$ cat src/rtl/async_fifo_pkg.sv
// Shared definitions for the asynchronous FIFO: default widths and the
// binary/Gray pointer conversions used by both clock domains.
package async_fifo_pkg;

    localparam int DEF_PTRWIDTH = 4;
    localparam int DEF_DWIDTH   = 8;
    localparam int DEF_CNTWIDTH = 16;

    // Conversions work on a 32-bit container; callers size-cast to their pointer width.
    function automatic logic [31:0] bin2gray(input logic [31:0] bin);
        return bin ^ (bin >> 1);
    endfunction

    function automatic logic [31:0] gray2bin(input logic [31:0] gray);
        logic [31:0] bin;
        bin[31] = gray[31];
        for (int i = 30; i >= 0; i--) begin
            bin[i] = bin[i+1] ^ gray[i];
        end
        return bin;
    endfunction

endpackage

$ cat src/rtl/async_fifo_wr_frontend_if.sv
// Bundle of the write front end's source handshake, controller handshake and
// memory write port. The front end sits on the slave side; the surrounding
// source/controller/memory logic sits on the master side.
interface async_fifo_wr_frontend_if
    import async_fifo_pkg::*;
#(
    parameter int PTRWIDTH = DEF_PTRWIDTH,
    parameter int DWIDTH   = DEF_DWIDTH,
    parameter int CNTWIDTH = DEF_CNTWIDTH
);

    logic                src_valid;
    logic [DWIDTH-1:0]   src_data;
    logic                src_ready;
    logic                push;
    logic                full;
    logic [PTRWIDTH:0]   wrptr_bin;
    logic                mem_we;
    logic [PTRWIDTH-1:0] mem_waddr;
    logic [DWIDTH-1:0]   mem_wdata;
    logic [PTRWIDTH:0]   wrptr_gray;
    logic [CNTWIDTH-1:0] wr_count;
    logic                stall;

    modport slave (
        input  src_valid, src_data, full, wrptr_bin,
        output src_ready, push, mem_we, mem_waddr, mem_wdata, wrptr_gray, wr_count, stall
    );

    modport master (
        output src_valid, src_data, full, wrptr_bin,
        input  src_ready, push, mem_we, mem_waddr, mem_wdata, wrptr_gray, wr_count, stall
    );

endinterface

$ cat src/rtl/async_fifo_skid_buf.sv
// Two-entry in-order valid/ready buffer. in_ready comes straight from a flop
// so the upstream source never sees a combinational path through this block.
// There is no bypass: a word accepted on an edge is visible at the head from
// the following cycle at the earliest.
module async_fifo_skid_buf #(
    parameter int DWIDTH = 8
) (
    input  logic              wclk,
    input  logic              reset_L,
    input  logic              in_valid,
    input  logic [DWIDTH-1:0] in_data,
    output logic              in_ready,
    output logic              out_valid,
    output logic [DWIDTH-1:0] out_data,
    input  logic              out_ready
);

    logic [1:0]        occ;
    logic [1:0]        occ_next;
    logic [DWIDTH-1:0] head_q;
    logic [DWIDTH-1:0] tail_q;
    logic [DWIDTH-1:0] head_d;
    logic [DWIDTH-1:0] tail_d;
    logic              accept;
    logic              drain;

    assign accept    = in_valid && in_ready;
    assign drain     = out_valid && out_ready;
    assign out_valid = (occ != 2'd0);
    assign out_data  = head_q;

    // Next occupancy and entry contents; the head always holds the oldest word.
    always_comb begin
        occ_next = occ;
        head_d   = head_q;
        tail_d   = tail_q;
        case ({accept, drain})
            2'b10: begin
                if (occ == 2'd0) begin
                    head_d = in_data;
                end else begin
                    tail_d = in_data;
                end
                occ_next = occ + 2'd1;
            end
            2'b01: begin
                head_d   = tail_q;
                occ_next = occ - 2'd1;
            end
            2'b11: begin
                if (occ == 2'd1) begin
                    head_d = in_data;
                end else begin
                    head_d = tail_q;
                    tail_d = in_data;
                end
            end
            default: begin
            end
        endcase
    end

    // Buffer state plus the registered ready, which looks one cycle ahead at occupancy.
    always_ff @(posedge wclk or negedge reset_L) begin
        if (!reset_L) begin
            occ      <= 2'd0;
            head_q   <= '0;
            tail_q   <= '0;
            in_ready <= 1'b0;
        end else begin
            occ      <= occ_next;
            head_q   <= head_d;
            tail_q   <= tail_d;
            in_ready <= (occ_next != 2'd2);
        end
    end

endmodule

$ cat src/rtl/async_fifo_wr_frontend.sv
// Write-domain front end of the asynchronous FIFO: buffers source words,
// requests pushes from the write-pointer controller, drives the memory write
// port and publishes the registered Gray write pointer for the read domain.
module async_fifo_wr_frontend
    import async_fifo_pkg::*;
#(
    parameter int PTRWIDTH = DEF_PTRWIDTH,
    parameter int DWIDTH   = DEF_DWIDTH,
    parameter int CNTWIDTH = DEF_CNTWIDTH
) (
    input logic                     wclk,
    input logic                     reset_L,
    async_fifo_wr_frontend_if.slave bus
);

    localparam int PW = PTRWIDTH + 1;

    logic                push_w;
    logic                ready_w;
    logic                drain_ok;
    logic                mem_we_w;
    logic [DWIDTH-1:0]   head_w;
    logic [PW-1:0]       gray_d;
    logic [PW-1:0]       gray_q;
    logic [CNTWIDTH-1:0] wr_count_q;
    logic                stall_q;

    assign drain_ok = !bus.full;

    async_fifo_skid_buf #(
        .DWIDTH(DWIDTH)
    ) u_skid (
        .wclk     (wclk),
        .reset_L  (reset_L),
        .in_valid (bus.src_valid),
        .in_data  (bus.src_data),
        .in_ready (ready_w),
        .out_valid(push_w),
        .out_data (head_w),
        .out_ready(drain_ok)
    );

    assign mem_we_w = push_w && !bus.full;
    assign gray_d   = PW'(bin2gray(32'(bus.wrptr_bin)));

    assign bus.src_ready  = ready_w;
    assign bus.push       = push_w;
    assign bus.mem_we     = mem_we_w;
    assign bus.mem_waddr  = bus.wrptr_bin[PTRWIDTH-1:0];
    assign bus.mem_wdata  = head_w;
    assign bus.wrptr_gray = gray_q;
    assign bus.wr_count   = wr_count_q;
    assign bus.stall      = stall_q;

    // Gray pointer is re-registered every edge so the read domain samples a flop output.
    always_ff @(posedge wclk or negedge reset_L) begin
        if (!reset_L) begin
            gray_q <= '0;
        end else begin
            gray_q <= gray_d;
        end
    end

    // Written-word counter sticks at all-ones instead of wrapping.
    always_ff @(posedge wclk or negedge reset_L) begin
        if (!reset_L) begin
            wr_count_q <= '0;
        end else if (mem_we_w && (wr_count_q != '1)) begin
            wr_count_q <= wr_count_q + CNTWIDTH'(1);
        end
    end

    // Stall flags a cycle in which a push was blocked by the controller's full flag.
    always_ff @(posedge wclk or negedge reset_L) begin
        if (!reset_L) begin
            stall_q <= 1'b0;
        end else begin
            stall_q <= push_w && bus.full;
        end
    end

endmodule
$ cat src/flat_wrapper.sv
// flat-port wrapper written by rule: the top's interface ports become plain ports
module async_fifo_wr_frontend_flat import async_fifo_pkg::*;
#(
    parameter int PTRWIDTH = DEF_PTRWIDTH,
    parameter int DWIDTH   = DEF_DWIDTH,
    parameter int CNTWIDTH = DEF_CNTWIDTH
)
  (wclk, reset_L, bus_src_valid, bus_src_data, bus_full, bus_wrptr_bin, bus_src_ready, bus_push, bus_mem_we, bus_mem_waddr, bus_mem_wdata, bus_wrptr_gray, bus_wr_count, bus_stall);
  async_fifo_wr_frontend_if #(.PTRWIDTH(PTRWIDTH), .DWIDTH(DWIDTH), .CNTWIDTH(CNTWIDTH)) bus_i ();
  input logic wclk;
  input logic reset_L;
  input wire logic [$bits(bus_i.src_valid)-1:0] bus_src_valid;
  input wire logic [$bits(bus_i.src_data)-1:0] bus_src_data;
  input wire logic [$bits(bus_i.full)-1:0] bus_full;
  input wire logic [$bits(bus_i.wrptr_bin)-1:0] bus_wrptr_bin;
  output wire logic [$bits(bus_i.src_ready)-1:0] bus_src_ready;
  output wire logic [$bits(bus_i.push)-1:0] bus_push;
  output wire logic [$bits(bus_i.mem_we)-1:0] bus_mem_we;
  output wire logic [$bits(bus_i.mem_waddr)-1:0] bus_mem_waddr;
  output wire logic [$bits(bus_i.mem_wdata)-1:0] bus_mem_wdata;
  output wire logic [$bits(bus_i.wrptr_gray)-1:0] bus_wrptr_gray;
  output wire logic [$bits(bus_i.wr_count)-1:0] bus_wr_count;
  output wire logic [$bits(bus_i.stall)-1:0] bus_stall;
  assign bus_i.src_valid = bus_src_valid;
  assign bus_i.src_data = bus_src_data;
  assign bus_i.full = bus_full;
  assign bus_i.wrptr_bin = bus_wrptr_bin;
  assign bus_src_ready = bus_i.src_ready;
  assign bus_push = bus_i.push;
  assign bus_mem_we = bus_i.mem_we;
  assign bus_mem_waddr = bus_i.mem_waddr;
  assign bus_mem_wdata = bus_i.mem_wdata;
  assign bus_wrptr_gray = bus_i.wrptr_gray;
  assign bus_wr_count = bus_i.wr_count;
  assign bus_stall = bus_i.stall;
  async_fifo_wr_frontend #(.PTRWIDTH(PTRWIDTH), .DWIDTH(DWIDTH), .CNTWIDTH(CNTWIDTH)) u_core (.wclk(wclk), .reset_L(reset_L), .bus(bus_i));
endmodule
$ cat config.mk
export PLATFORM = sky130hd
export DESIGN_NAME = async_fifo_wr_frontend_flat
export DESIGN_NICKNAME = d
export VERILOG_FILES = /design/src/rtl/async_fifo_pkg.sv /design/src/rtl/async_fifo_wr_frontend_if.sv /design/src/rtl/async_fifo_skid_buf.sv /design/src/rtl/async_fifo_wr_frontend.sv /design/src/flat_wrapper.sv
export SDC_FILE = /design/constraint.sdc
export NUM_CORES = 1
export LEC_CHECK = 0
export CAP_MARGIN = 10
export CORE_ASPECT_RATIO = 0.8
export CORE_MARGIN = 2
export CORE_UTILIZATION = 42
export CTS_BUF_LIST = sky130_fd_sc_hd__clkbuf_16
export CTS_CLUSTER_DIAMETER = 50
export DETAILED_ROUTE_END_ITERATION = 8
export PLACE_DENSITY = 0.87
export SETUP_SLACK_MARGIN = 0.02
export SLEW_MARGIN = 20
export SYNTH_ARGS = -nofsm -noshare
export SYNTH_HDL_FRONTEND = slang
export SYNTH_SLANG_ARGS = --single-unit
$ cat constraint.sdc
create_clock -name wclk -period 2.5 [get_ports wclk]
set_input_delay 0.375 -clock wclk [delete_from_list [all_inputs] [get_ports wclk]]
set_output_delay 0.375 -clock wclk [all_outputs]
set_load 0.01 [all_outputs]
# Yosys cells after proc, flatten, opt, wreduce, memory -nomap -nowiden
# Index checks and enable logic that the tools add are counted.
# word_totals
regBits	41
elab_cells	38
output_inout_bits	37
in_bits	17
# classes
addsub	3
n_bitwise	1
mux	7
n_reduce_logical	11
n_eq_ne	9
# ops
operator	n
$mux W8	4
$pmux W8 S3	1
$add A16 B1 Y16 const B	1
$ne A16 B16 Y1 const B	1
$pmux W8 S2	1
$ne A2 B2 Y1 const B	4
$xor A5 B4 Y5	1
$eq A2 B1 Y1 const B	2
$eq A2 B2 Y1 const B	2
$logic_and A1 B1 Y1	4
$pmux W2 S2	1
$reduce_bool A2 Y1	2
$reduce_and A3 Y1	1
$reduce_bool A3 Y1	1
$add A2 B1 Y2 const B	1
$logic_not A2 Y1	1
$reduce_and A2 Y1	1
$sub A2 B1 Y2 const B	1
$logic_not A1 Y1	1

# Logic depth before layout (Yosys ltp)
# logic_depth
word_depth	5
mapped_depth	10
ltp_nobuf	9

# Modules after synthesis
# Synthesis repeated with hierarchy kept, for this count alone.
# hier_totals
cells_unflattened	189
hier_area_um2	2073.2
# modules_own_cells
module	seq_area_each_um2	area_per_inst_um2	cells_each	n_inst
async_fifo_wr_frontend	550.5	1066.0	96	1
async_fifo_skid_buf	475.5	1007.2	93	1

# Worst setup path after synthesis
# OpenSTA, ideal clock, no wires.
# synth_timing
kind	register -> register
start	register u_core.u_skid.occ[0]
end	register u_core.u_skid.tail_q[0]
setup_ps	125
arrival_time_ps	2277
synth_period_minus_slack_ps	2402
path_slack_ps	98
path_stages_with_launch	10
path_cell_list	dfrtp_1 inv_1 ha_1 or2_1 buf_2 inv_1 ha_1 nor2b_1 o21ai_1 mux2_2
# synth_via
elab_chain_cells	5
# synth_rtl
item	line_no	source
start: declaration	async_fifo_skid_buf.sv:18	logic [1:0] occ;
start signal: assignment	async_fifo_skid_buf.sv:71	occ <= occ_next;
$reduce_bool A2 Y1 *	async_fifo_skid_buf.sv:29	assign out_valid = (occ != 2'd0);
$logic_and A1 B1 Y1 *	-	
named net bus_mem_we	flat_wrapper.sv:18	output wire logic [$bits(bus_i.mem_we)-1:0] bus_mem_we;
$eq A2 B2 Y1	async_fifo_skid_buf.sv:37	case ({accept, drain})
$ne A2 B2 Y1 (no source line) / $reduce_bool A2 Y1 (equally long branches)	-	
$reduce_and A3 Y1 (no source line)	-	
end signal: assignment	async_fifo_skid_buf.sv:73	tail_q <= tail_d;
end: declaration	async_fifo_skid_buf.sv:21	logic [DWIDTH-1:0] tail_q;
# Mark *: on every way through the listed nets, which the timed path passes. The rest lies on a longest branch.
# A chain may end at the register's enable or synchronous reset.

# Final worst setup path
# layout_timing
start	register u_core.u_skid.occ[0]
end	output port bus_mem_we
# layout_via
elab_chain_cells	2
# layout_rtl
item	line_no	source
$reduce_bool A2 Y1	async_fifo_skid_buf.sv:29	
$logic_and A1 B1 Y1	async_fifo_wr_frontend.sv:43	assign mem_we_w = push_w && !bus.full;
end: declaration	flat_wrapper.sv:18	
# No other way between the ends.

==> impl_metrics.ini <==
[grt]
grt_pass1_wl_mm = 6.77
grt_max_degree = 42
grt_overflow = 0
grtUsageMet2_pct = 28.3
antenna_found_initial = 0
grt_pass1_vias = 1421
grt_busiest_layer = met2
met1_usage_pct = 22.5
grt_util_met3_pct = 4.10
grt_use_total_pct = 17.4

[detailed_routing]
vias_per_cell = 5.02
drtPass1Iterations = 4
routed-via-count = 1435
drtIter0Drc = 115
routed_wirelength_mm = 3.97
ant_nets = 0
wl_per_cell_um = 13.9
route.detailed.drc = 0

[synthesis]
yosys_warnings = 0
syn_inst = 171
yosys_register_bits = 41
synth_cell_types = 32
ys_seq_area_share_pct = 54.4
syn_nets = 195
synthesis.area_sq_mm = 0.00189
syn_avg_cell_area_sq_um = 11.0

[timing]
fin_setup_tns_ns = 0
setup_viol = 0
period_minus_slack_ns = 2.36
rsz0062_at_grt = false
timing.fmax_mhz = 423
hold_slack_ns = 0.216
hold_viol = 0
tightest_slew_ns = 0.873
timing.final.ws_setup_ns = 0.135
slew_headroom_pct = 41.8
maxSlewViolCount = 0
min_period_over_period_pct = 94.6
fin_skew_ns = 0.00474

[place]
gp_congestion = 0.841
pre_cts_slack_ns = 0.135
dpl_cell_area_sq_mm = 0.00246
portBuffers = 53
post-dp-hpwl_mm = 2.88

[worst_setup_path]
setup.worst_path.start_class = flop
cp_slowest_cell = clkdlybuf4s50_1
r2r_end = u_core.bus.wr_count[13]$_DFFE_PN0P_
crit_path_max_fanout = 7
critPathKind = flop to primary output
r2r_slack_ns = 0.29
cp-endpoint = bus_mem_we
worstPathCellList = inv_1 -> ha_1 -> or2_4 -> inv_2 -> clkdlybuf4s50_1
crit_start = u_core.u_skid.occ[0]$_DFF_PN0_
critPathMaxStageDelay_ns = 0.57
cp_data_arrival_time_ns = 1.99
ff2ff_path_depth = 7
endpoint_kind = primary output
crit_required_ns = 2.12
r2r-start = u_core.u_skid.occ[0]$_DFF_PN0_

[cts]
cts_sinks = 41
path_clk_slew_ns = 0.06
cts_tree = built
cts_buffers = 5
post_cts_buffers = 0
ctsLongestPathBuffers = 2
root_buffer = clkbuf_16
h-tree-depth = 2
insertion_delay_ns = 0.28

[pwr]
total_power_mw = 2.92
ir_drop_mv = 0.682
leakagePower_nw = 1.10
cellPowerDensity_mw_per_mm2 = 1120

[floorplanning]
std_cell_rows = 21
die_x_um = 78.9
initial_core_util_pct = 44.3
dieArea_sq_mm = 0.00504
pin_count = 54
dieHeight_um = 63.9
core_sq_mm = 0.00426

[run]
maxCapViolCount = 0

[layout]
antenna_cells = 0
final_cell_mix = clkdlybuf4s50_1 (52), dfrtp_1 (41), nand2_1 (18)
layout.nets = 252
fin_area_sq_mm = 0.00261
seq_area_sq_mm = 0.00103
fillerInstances = 371
multi_input_comb_area_sq_um = 803
mostFrequentLayoutCell = clkdlybuf4s50_1
drive_gt1_share_pct = 11.8
syn_to_final_growth_pct = 38.4

[min_path]
hold_path.class = input pin to async pin

[outcome]
status = complete, no violations
==> cell usage after synthesis <==
cell | count | area share [%]
o21ai_0 | 9 | 2.4
o21ai_1 | 2 | 0.53
xor2_1 | 14 | 6.5
o21a_1 | 2 | 0.80
and3_1 | 1 | 0.33
nand3_1 | 5 | 1.3
a21oi_1 | 8 | 2.1
o21bai_1 | 1 | 0.40
nor2b_1 | 3 | 1.0
nand2_1 | 18 | 3.6
mux2i_1 | 1 | 0.53
nand3b_1 | 1 | 0.40
or4_4 | 1 | 0.60
xnor2_1 | 4 | 1.9
a221oi_1 | 1 | 0.46
mux2_2 | 9 | 5.4
nor3b_2 | 1 | 0.66
ha_1 | 7 | 4.6
or2_1 | 1 | 0.33
or2_2 | 1 | 0.33
or3_1 | 1 | 0.33
dfrtp_1 | 41 | 54
nor3_1 | 4 | 1.1
nor4_1 | 3 | 1.0
nand2b_1 | 1 | 0.33
buf_2 | 2 | 0.53
buf_4 | 4 | 1.6
inv_1 | 5 | 1.0
nor2_1 | 12 | 2.4
nor3_2 | 2 | 1.1
nand4_1 | 5 | 1.7
and4_1 | 1 | 0.46
==> final cells by class <==
cell class	count	area share, %
Clock buffer	5	4.79
Clock inverter	3	0.671
Inverter	5	0.719
Multi-Input combinational cell	119	30.8
Sequential cell	41	39.3
Tap cell	57	2.73
Timing Repair Buffer	56	21.0
==> stage by stage <==
step                instances  utilization [%]
finish                    286             61.3
global route              286             61.3
CTS                       286             61.3
detailed placement        278             57.9
global placement          278             57.9
floorplan                 171                -
==> how the worst min path moves through the flow <==
| stage | slack [ns] | startpoint | endpoint | cells after the start |
|---|---|---|---|---|
| finish | 0.22 | reset_L | u_core.bus.wr_count[15]$_DFFE_PN0P_ | 1 |
| global route | 0.32 | reset_L | u_core.bus.wr_count[7]$_DFFE_PN0P_ | 1 |
| CTS | 0.25 | reset_L | u_core.bus.wrptr_gray[4]$_DFF_PN0_ | 1 |
| detailed placement | 0.48 | u_core.bus.wr_count[15]$_DFFE_PN0P_ | u_core.bus.wr_count[15]$_DFFE_PN0P_ | 1 |
| global placement | 0.48 | u_core.bus.wr_count[15]$_DFFE_PN0P_ | u_core.bus.wr_count[15]$_DFFE_PN0P_ | 1 |
| floorplan | 0.08 | reset_L | u_core.bus.stall$_DFF_PN0_ | 0 |
==> state kept, by name, indices dropped and copies added, names as in the netlist <==
name,cells
u_core.bus.wrptr_gray,5
u_core.u_skid.occ,2
u_core.bus.stall,1
u_core.u_skid.tail_q,8
u_core.u_skid.out_data,8
u_core.bus.wr_count,16
u_core.u_skid.in_ready,1
==> power breakdown <==
part	total [mW]	leakage, nW	switching, mW	internal, mW
registers	1.10	0.492	0.192	0.913
logic	1.20	0.541	0.556	0.648
clock network	0.607	0.0712	0.242	0.365
total	2.92	1.10	0.991	1.93
==> cell families after synthesis <==
logic type      share of synthesized area (%)
fa+ha+maj                                4.64
xor+xnor                                 8.36
flops                                    54.4
simple gates                             16.9
buf+inv                                  3.12
mux                                      5.91
compound gates                           6.70
==> layer usage <==
| layer | share of wire (%) | routed length (um) |
|---|---|---|
| met5 | 0 | 0 |
| met4 | 1.6 | 64 |
| met3 | 4.7 | 185 |
| met2 | 49 | 1940 |
| met1 | 45 | 1770 |
==> critical path: cells and delay by family, from the launching register on <==
family | cells | cell delay, ns
buf+inv | 3 | 0.74
fa+ha+maj | 1 | 0.26
flops | 1 | 0.39
simple gates | 1 | 0.30
==> timing repair <==
item | in CTS | in global routing
resized for setup | 1 | 1
setup endpoints to repair | 1 | 1
hold buffers | 0 | 0
endpoints found under the hold margin | 0 | 0
Note: power is estimated with default switching activity, not from simulation.
